[config.mk]
export PLATFORM = sky130hd
export DESIGN_NAME = serv_rf_dbg_arb_flat
export DESIGN_NICKNAME = d
export VERILOG_FILES = /design/src/rtl/serv_rf_dbg_arb_if.sv /design/src/rtl/serv_rf_dbg_arb.sv /design/src/flat_wrapper.sv
export SDC_FILE = /design/constraint.sdc
export NUM_CORES = 1
export LEC_CHECK = 0
export CAP_MARGIN = 20
export CORE_MARGIN = 3
export CORE_UTILIZATION = 45
export DETAILED_ROUTE_END_ITERATION = 12
export PLACE_DENSITY = 0.86
export SETUP_SLACK_MARGIN = 0.2
export SLEW_MARGIN = 20
export SYNTH_ARGS = -nofsm -noshare
export SYNTH_HDL_FRONTEND = slang
export SYNTH_SLANG_ARGS = --single-unit
[constraint.sdc]
create_clock -name i_clk -period 3.4 [get_ports i_clk]
set_clock_uncertainty 0.2 [all_clocks]
set_input_delay 0.68 -clock i_clk [delete_from_list [all_inputs] [get_ports i_clk]]
set_output_delay 0.68 -clock i_clk [all_outputs]
set_load 0.01 [all_outputs]
[src/rtl/serv_rf_dbg_arb_if.sv]
// ---------------------------------------------------------------------------
// serv_rf_dbg_arb_if
// Debug access channel of the SERV register-file debug arbiter.
//
// The master (the debug requester) issues a single-cycle dbg_req carrying
// dbg_we/dbg_addr/dbg_wdata. The slave (the arbiter) reports dbg_busy while
// the access is in flight, pulses dbg_ack on completion, holds the read
// result on dbg_rdata, and exposes the sticky dropped-request flag dbg_err
// and the worst-case blocking statistic dbg_maxwait.
// ---------------------------------------------------------------------------
interface serv_rf_dbg_arb_if #(
  parameter int width = 8,
  parameter int aw    = 7
);
  logic             dbg_req;
  logic             dbg_we;
  logic [aw-1:0]    dbg_addr;
  logic [width-1:0] dbg_wdata;
  logic             dbg_busy;
  logic             dbg_ack;
  logic [width-1:0] dbg_rdata;
  logic             dbg_err;
  logic [7:0]       dbg_maxwait;

  modport master (
    output dbg_req, dbg_we, dbg_addr, dbg_wdata,
    input  dbg_busy, dbg_ack, dbg_rdata, dbg_err, dbg_maxwait
  );

  modport slave (
    input  dbg_req, dbg_we, dbg_addr, dbg_wdata,
    output dbg_busy, dbg_ack, dbg_rdata, dbg_err, dbg_maxwait
  );
endinterface

[src/rtl/serv_rf_dbg_arb.sv]
// ---------------------------------------------------------------------------
// serv_rf_dbg_arb
// Arbitrates a debug port onto the SERV register-file RAM. The core always
// wins: its read/write strobes and addresses pass straight through to the
// RAM in the same cycle. A debug access waits in PEND until the port it
// needs (write or read) is free for one cycle, then steals that cycle.
//
// Ports
//   i_clk, i_rst          clock, synchronous active-high reset
//   i_core_*              core RAM requests (pass-through, highest priority)
//   o_core_rdata          RAM read data back to the core (combinational)
//   dbg                   debug channel (serv_rf_dbg_arb_if.slave)
//   o_waddr/o_wdata/o_wen RAM write port
//   o_raddr/o_ren         RAM read port
//   i_rdata               RAM read data, valid the cycle after o_ren
// ---------------------------------------------------------------------------
module serv_rf_dbg_arb #(
  parameter int width = 8,
  parameter int aw    = 7
) (
  input  logic             i_clk,
  input  logic             i_rst,
  input  logic [aw-1:0]    i_core_waddr,
  input  logic [width-1:0] i_core_wdata,
  input  logic             i_core_wen,
  input  logic [aw-1:0]    i_core_raddr,
  input  logic             i_core_ren,
  output logic [width-1:0] o_core_rdata,
  serv_rf_dbg_arb_if.slave dbg,
  output logic [aw-1:0]    o_waddr,
  output logic [width-1:0] o_wdata,
  output logic             o_wen,
  output logic [aw-1:0]    o_raddr,
  output logic             o_ren,
  input  logic [width-1:0] i_rdata
);

  typedef enum logic [1:0] {
    IDLE = 2'd0,
    PEND = 2'd1,
    RCAP = 2'd2,
    ACK  = 2'd3
  } state_e;

  state_e           state_q,   state_d;
  logic             we_q,      we_d;
  logic [aw-1:0]    addr_q,    addr_d;
  logic [width-1:0] wdata_q,   wdata_d;
  logic [7:0]       wait_q,    wait_d;
  logic [width-1:0] rdata_q,   rdata_d;
  logic             err_q,     err_d;
  logic [7:0]       maxwait_q, maxwait_d;

  logic dbg_wr_issue;
  logic dbg_rd_issue;
  logic dbg_ack;
  logic busy;
  logic blocked;

  assign busy    = (state_q != IDLE);
  // The port the pending access needs is taken by the core this cycle.
  assign blocked = we_q ? i_core_wen : i_core_ren;

  // NOTE: every combinational output gets a default before any branch, so no
  // path through the block can leave a signal unassigned and infer a latch.
  always_comb begin
    state_d      = state_q;
    we_d         = we_q;
    addr_d       = addr_q;
    wdata_d      = wdata_q;
    wait_d       = wait_q;
    rdata_d      = rdata_q;
    err_d        = err_q;
    maxwait_d    = maxwait_q;
    dbg_wr_issue = 1'b0;
    dbg_rd_issue = 1'b0;
    dbg_ack      = 1'b0;

    // A request arriving while busy is dropped but remembered as an error.
    if (busy && dbg.dbg_req) begin
      err_d = 1'b1;
    end

    unique case (state_q)
      IDLE: begin
        if (dbg.dbg_req) begin
          we_d    = dbg.dbg_we;
          addr_d  = dbg.dbg_addr;
          wdata_d = dbg.dbg_wdata;
          wait_d  = 8'd0;
          err_d   = 1'b0;
          state_d = PEND;
        end
      end
      PEND: begin
        if (!blocked) begin
          dbg_wr_issue = we_q;
          dbg_rd_issue = !we_q;
          state_d      = we_q ? ACK : RCAP;
          if (wait_q > maxwait_q) begin
            maxwait_d = wait_q;
          end
        end else if (wait_q != 8'hFF) begin
          wait_d = wait_q + 8'd1;
        end
      end
      RCAP: begin
        rdata_d = i_rdata;
        state_d = ACK;
      end
      ACK: begin
        dbg_ack = 1'b1;
        state_d = IDLE;
      end
      default: state_d = IDLE;
    endcase

    // Reset also masks this cycle's debug RAM access and ack so an
    // interrupted transfer never touches the RAM.
    if (i_rst) begin
      state_d      = IDLE;
      wait_d       = 8'd0;
      rdata_d      = '0;
      err_d        = 1'b0;
      maxwait_d    = 8'd0;
      dbg_wr_issue = 1'b0;
      dbg_rd_issue = 1'b0;
      dbg_ack      = 1'b0;
    end
  end

  // NOTE: sequential state uses non-blocking assignments only; the reset is
  // synchronous and already folded into the *_d values above. The latched
  // request fields (we/addr/wdata) are deliberately not reset: they are only
  // observed after a new request has overwritten them.
  always_ff @(posedge i_clk) begin
    state_q   <= state_d;
    we_q      <= we_d;
    addr_q    <= addr_d;
    wdata_q   <= wdata_d;
    wait_q    <= wait_d;
    rdata_q   <= rdata_d;
    err_q     <= err_d;
    maxwait_q <= maxwait_d;
  end

  // Core pass-through with absolute priority; debug fills idle slots.
  assign o_wen        = i_core_wen | dbg_wr_issue;
  assign o_waddr      = i_core_wen ? i_core_waddr : addr_q;
  assign o_wdata      = i_core_wen ? i_core_wdata : wdata_q;
  assign o_ren        = i_core_ren | dbg_rd_issue;
  assign o_raddr      = i_core_ren ? i_core_raddr : addr_q;
  assign o_core_rdata = i_rdata;

  assign dbg.dbg_busy    = busy;
  assign dbg.dbg_ack     = dbg_ack;
  assign dbg.dbg_rdata   = rdata_q;
  assign dbg.dbg_err     = err_q;
  assign dbg.dbg_maxwait = maxwait_q;

endmodule

[src/flat_wrapper.sv]
// flat-port wrapper written by rule: the top's interface ports become plain ports
module serv_rf_dbg_arb_flat 
#(
  parameter int width = 8,
  parameter int aw    = 7
)
  (i_clk, i_rst, i_core_waddr, i_core_wdata, i_core_wen, i_core_raddr, i_core_ren, o_core_rdata, o_waddr, o_wdata, o_wen, o_raddr, o_ren, i_rdata, dbg_dbg_req, dbg_dbg_we, dbg_dbg_addr, dbg_dbg_wdata, dbg_dbg_busy, dbg_dbg_ack, dbg_dbg_rdata, dbg_dbg_err, dbg_dbg_maxwait);
  serv_rf_dbg_arb_if #(.width(width), .aw(aw)) dbg_i ();
  input  logic i_clk;
  input  logic i_rst;
  input  logic [aw-1:0] i_core_waddr;
  input  logic [width-1:0] i_core_wdata;
  input  logic i_core_wen;
  input  logic [aw-1:0] i_core_raddr;
  input  logic i_core_ren;
  output logic [width-1:0] o_core_rdata;
  output logic [aw-1:0] o_waddr;
  output logic [width-1:0] o_wdata;
  output logic o_wen;
  output logic [aw-1:0] o_raddr;
  output logic o_ren;
  input  logic [width-1:0] i_rdata;
  input wire logic [$bits(dbg_i.dbg_req)-1:0] dbg_dbg_req;
  input wire logic [$bits(dbg_i.dbg_we)-1:0] dbg_dbg_we;
  input wire logic [$bits(dbg_i.dbg_addr)-1:0] dbg_dbg_addr;
  input wire logic [$bits(dbg_i.dbg_wdata)-1:0] dbg_dbg_wdata;
  output wire logic [$bits(dbg_i.dbg_busy)-1:0] dbg_dbg_busy;
  output wire logic [$bits(dbg_i.dbg_ack)-1:0] dbg_dbg_ack;
  output wire logic [$bits(dbg_i.dbg_rdata)-1:0] dbg_dbg_rdata;
  output wire logic [$bits(dbg_i.dbg_err)-1:0] dbg_dbg_err;
  output wire logic [$bits(dbg_i.dbg_maxwait)-1:0] dbg_dbg_maxwait;
  assign dbg_i.dbg_req = dbg_dbg_req;
  assign dbg_i.dbg_we = dbg_dbg_we;
  assign dbg_i.dbg_addr = dbg_dbg_addr;
  assign dbg_i.dbg_wdata = dbg_dbg_wdata;
  assign dbg_dbg_busy = dbg_i.dbg_busy;
  assign dbg_dbg_ack = dbg_i.dbg_ack;
  assign dbg_dbg_rdata = dbg_i.dbg_rdata;
  assign dbg_dbg_err = dbg_i.dbg_err;
  assign dbg_dbg_maxwait = dbg_i.dbg_maxwait;
  serv_rf_dbg_arb #(.width(width), .aw(aw)) u_core (.i_clk(i_clk), .i_rst(i_rst), .i_core_waddr(i_core_waddr), .i_core_wdata(i_core_wdata), .i_core_wen(i_core_wen), .i_core_raddr(i_core_raddr), .i_core_ren(i_core_ren), .o_core_rdata(o_core_rdata), .dbg(dbg_i), .o_waddr(o_waddr), .o_wdata(o_wdata), .o_wen(o_wen), .o_raddr(o_raddr), .o_ren(o_ren), .i_rdata(i_rdata));
endmodule
==> impl_metrics.env <==
export IMPL_drtIter0Drc=75
export IMPL_cp_slowest_cell="clkdlybuf4s50_1"
export IMPL_synth_simple_area_share=0.127
export IMPL_nNetsFinal=374
export IMPL_synth_seq_area_share=0.452
export IMPL_port_buffers=101
export IMPL_setup_tns_ns=0
export IMPL_rows=25
export IMPL_htree_levels=2
export IMPL_ys_ff_latch=43
export IMPL_outcome="finished, final reports clean"
export IMPL_pwr_share_seq=0.409
export IMPL_track_usage=0.191
export IMPL_crit_top_cell="clkdlybuf4s50_1"
export IMPL_place_gp_congestion=0.769
export IMPL_grt_max_degree=17
export IMPL_p_switching_mw=0.487
export IMPL_fillCellCount=386
export IMPL_yosysWarnings=0
export IMPL_worstSetupPathType="input port to output pin"
export IMPL_synth_mux_area_frac=0.200
export IMPL_cts_sinks=43
export IMPL_fmax_mhz=324
export IMPL_drt_pass1_iter_count=4
export IMPL_cts_tree="built"
export IMPL_maxSlewViolCount=0
export IMPL_numCtsBuffers=5
export IMPL_most_common_layout_cells="100 x clkdlybuf4s50_1, 27 x dfxtp_1, 23 x nand2_1"
export IMPL_cp_max_fo=12
export IMPL_core_sq_mm=0.00479
export IMPL_startpoint_type="input port"
export IMPL_fp_dieArea_sq_mm=0.00591
export IMPL_power_frac_clock=0.232
export IMPL_overflow=0
export IMPL_syn_area_sq_mm=0.00226
export IMPL_wirelength_mm=5.26
export IMPL_rsz0062_at_grt="false"
export IMPL_slowest_delay_ns=0.48
export IMPL_cellLeakagePower_nw=1.26
export IMPL_place_ws_ns=0.261
export IMPL_clockBufferDepth=2
export IMPL_wl_met1_mm=2.27
export IMPL_wl_per_cell_um=13.9
export IMPL_internal_power_mw=1.17
export IMPL_power_share_switching=0.293
export IMPL_fin_crit_ns=3.09
export IMPL_hold_class="flip-flop to flip-flop"
export IMPL_initial_core_util=0.472
export IMPL_synth_edff_count=16
export IMPL_met3_length_um=357
export IMPL_syn_avg_cell_area_sq_um=10.6
export IMPL_hold_violations=0
export IMPL_postRouteAntennaNets=0
export IMPL_die_h_um=76.9
export IMPL_antenna_found_initial=0
export IMPL_drc=0
export IMPL_dieWidth_um=76.9
export IMPL_synth_top_family_by_area="multiplexers"
export IMPL_worst_slew_pin_transition_ns=0.460
export IMPL_area_growth_pct=50.8
export IMPL_grt_first_pass_wirelength_mm=9.23
export IMPL_grt_pass1_vias=1912
export IMPL_vias=1856
export IMPL_cap_violations=0
export IMPL_synth_flop_cell="dfxtp_1"
export IMPL_synthAdderAreaFrac=0.0720
export IMPL_finalSetupViolations=0
export IMPL_synth_nets=277
export IMPL_dr_max_layer_used="met4"
export IMPL_drive_gt1_frac=0.129
export IMPL_synth_compound_area_frac=0.0648
export IMPL_dr_wl_met2_mm=2.54
export IMPL_clk_latency_ns=0.29
export IMPL_ys_types=38
export IMPL_boundaryPins=102
export IMPL_synth_xor_area_frac=0.0194
export IMPL_hpwl_mm=4.10
export IMPL_cts_root_buffer_cell="clkbuf_8"
export IMPL_crit_required_ns=2.52
export IMPL_cp_arrival_ns=2.21
export IMPL_power_density_mw_per_mm2=487
export IMPL_async_reset_ff_frac=0
export IMPL_combinationalPowerShare=0.360
export IMPL_timing_final_ws_setup_ns=0.313
export IMPL_syn_inst=213
export IMPL_finalCritPeriodShare=0.908
export IMPL_viasPerCell=4.91
export IMPL_n_antenna_cell=0
export IMPL_ir_worst_vdd_mv=0.251
export IMPL_crit_chain="clkdlybuf4s50_1 > buf_4 > mux2_2 > clkdlybuf4s50_1"
export IMPL_relSlewSlack=0.693
export IMPL_cts_setup_buffers=0
export IMPL_layout_commonest_cell="clkdlybuf4s50_1"
export IMPL_end_kind="output pin"
export IMPL_clk_pin_slew_ns=0.08
==> layout make-up <==
cell class,instances,area [sq um],share of cell area
clock buffers,5,68.8,0.0202
clock inverters,3,38.8,0.0114
inverters,14,52.6,0.0154
multi-input cells,140,1090,0.320
flip-flops and latches,43,1020,0.300
well taps,67,83.8,0.0246
repair buffers,106,1050,0.308
==> worst max-delay path: cells and delay by family <==
kind,cells,cell delay (ns)
buffers and inverters,3,1.17
multiplexers,1,0.35
==> through the flow <==
| stage | cells | total power [mW] | utilization | hold WS (ns) | instance area [sq um] |
|---|---|---|---|---|---|
| finish | 378 | 1.66 | 0.712 | 0.276 | 3410 |
| global route | 378 | 1.77 | 0.712 | 0.313 | 3410 |
| global placement | 370 | 1.28 | 0.689 | 0.259 | 3300 |
| detailed placement | 370 | 1.30 | 0.689 | 0.265 | 3300 |
| floorplan | 213 | 1.02 | - | 0.270 | 2260 |
| CTS | 378 | 1.69 | 0.712 | 0.281 | 3410 |
==> what timing repair did <==
| action | in CTS | in global routing |
|---|---|---|
| endpoints found under the setup margin | 0 | 1 |
| resized for setup | 0 | 1 |
| hold buffers | 0 | 0 |
==> power by group through the flow <==
| stage | combinational, mW | sequential [mW] | clock, mW |
|---|---|---|---|
| after floorplan | 0.328 | 0.687 | 0 |
| after global placement | 0.591 | 0.689 | 0 |
| after detailed placement | 0.604 | 0.691 | 0 |
| after CTS | 0.605 | 0.680 | 0.402 |
| after global routing | 0.655 | 0.690 | 0.425 |
| final | 0.597 | 0.679 | 0.385 |
==> metal layers <==
| metal | vias up | track usage |
|---|---|---|
| li1 | 929 | - |
| met1 | 850 | 0.234 |
| met2 | 69 | 0.322 |
| met3 | 8 | 0.0552 |
| met4 | 0 | 0.0598 |
| met5 | - | 0 |
==> state kept, by name, indices dropped and copies added, names as in the netlist, named ones only <==
signal / flops
u_core.addr_q: 7
u_core.dbg.dbg_maxwait: 8
u_core.dbg.dbg_rdata: 8
u_core.state_q: 2
u_core.wait_q: 8
u_core.wdata_q: 8
u_core.we_q: 1
==> kinds of logic after synthesis <==
family / count (synthesis)
flops: 43
buf+inv: 30
mux: 42
xor+xnor: 5
simple gates: 60
fa+ha+maj: 13
compound gates: 20
==> cell usage after synthesis, types with 4 or more instances <==
library cell,number,share of area
a21oi_1,7,0.016
buf_4,8,0.027
clkbuf_1,4,0.0066
dfxtp_1,27,0.24
edfxtp_1,16,0.21
ha_1,13,0.072
inv_1,13,0.022
mux2_2,22,0.11
mux2i_1,19,0.084
nand2_1,23,0.038
nor2_1,18,0.030
==> worst paths after layout <==
check,start,endpoint,slack [ns],cells past startpoint
max,i_core_wen,o_waddr[0],0.31,4
min,u_core.dbg.dbg_maxwait[4]$_SDFFE_PP0P_,u_core.dbg.dbg_maxwait[4]$_SDFFE_PP0P_,0.28,2
max reg2reg,u_core.state_q[1]$_SDFFE_PP0P_,u_core.wait_q[4]$_SDFFE_PP0P_,1.24,7
min reg2reg,u_core.dbg.dbg_maxwait[4]$_SDFFE_PP0P_,u_core.dbg.dbg_maxwait[4]$_SDFFE_PP0P_,0.28,2
Power figures use the tool's default switching activity.
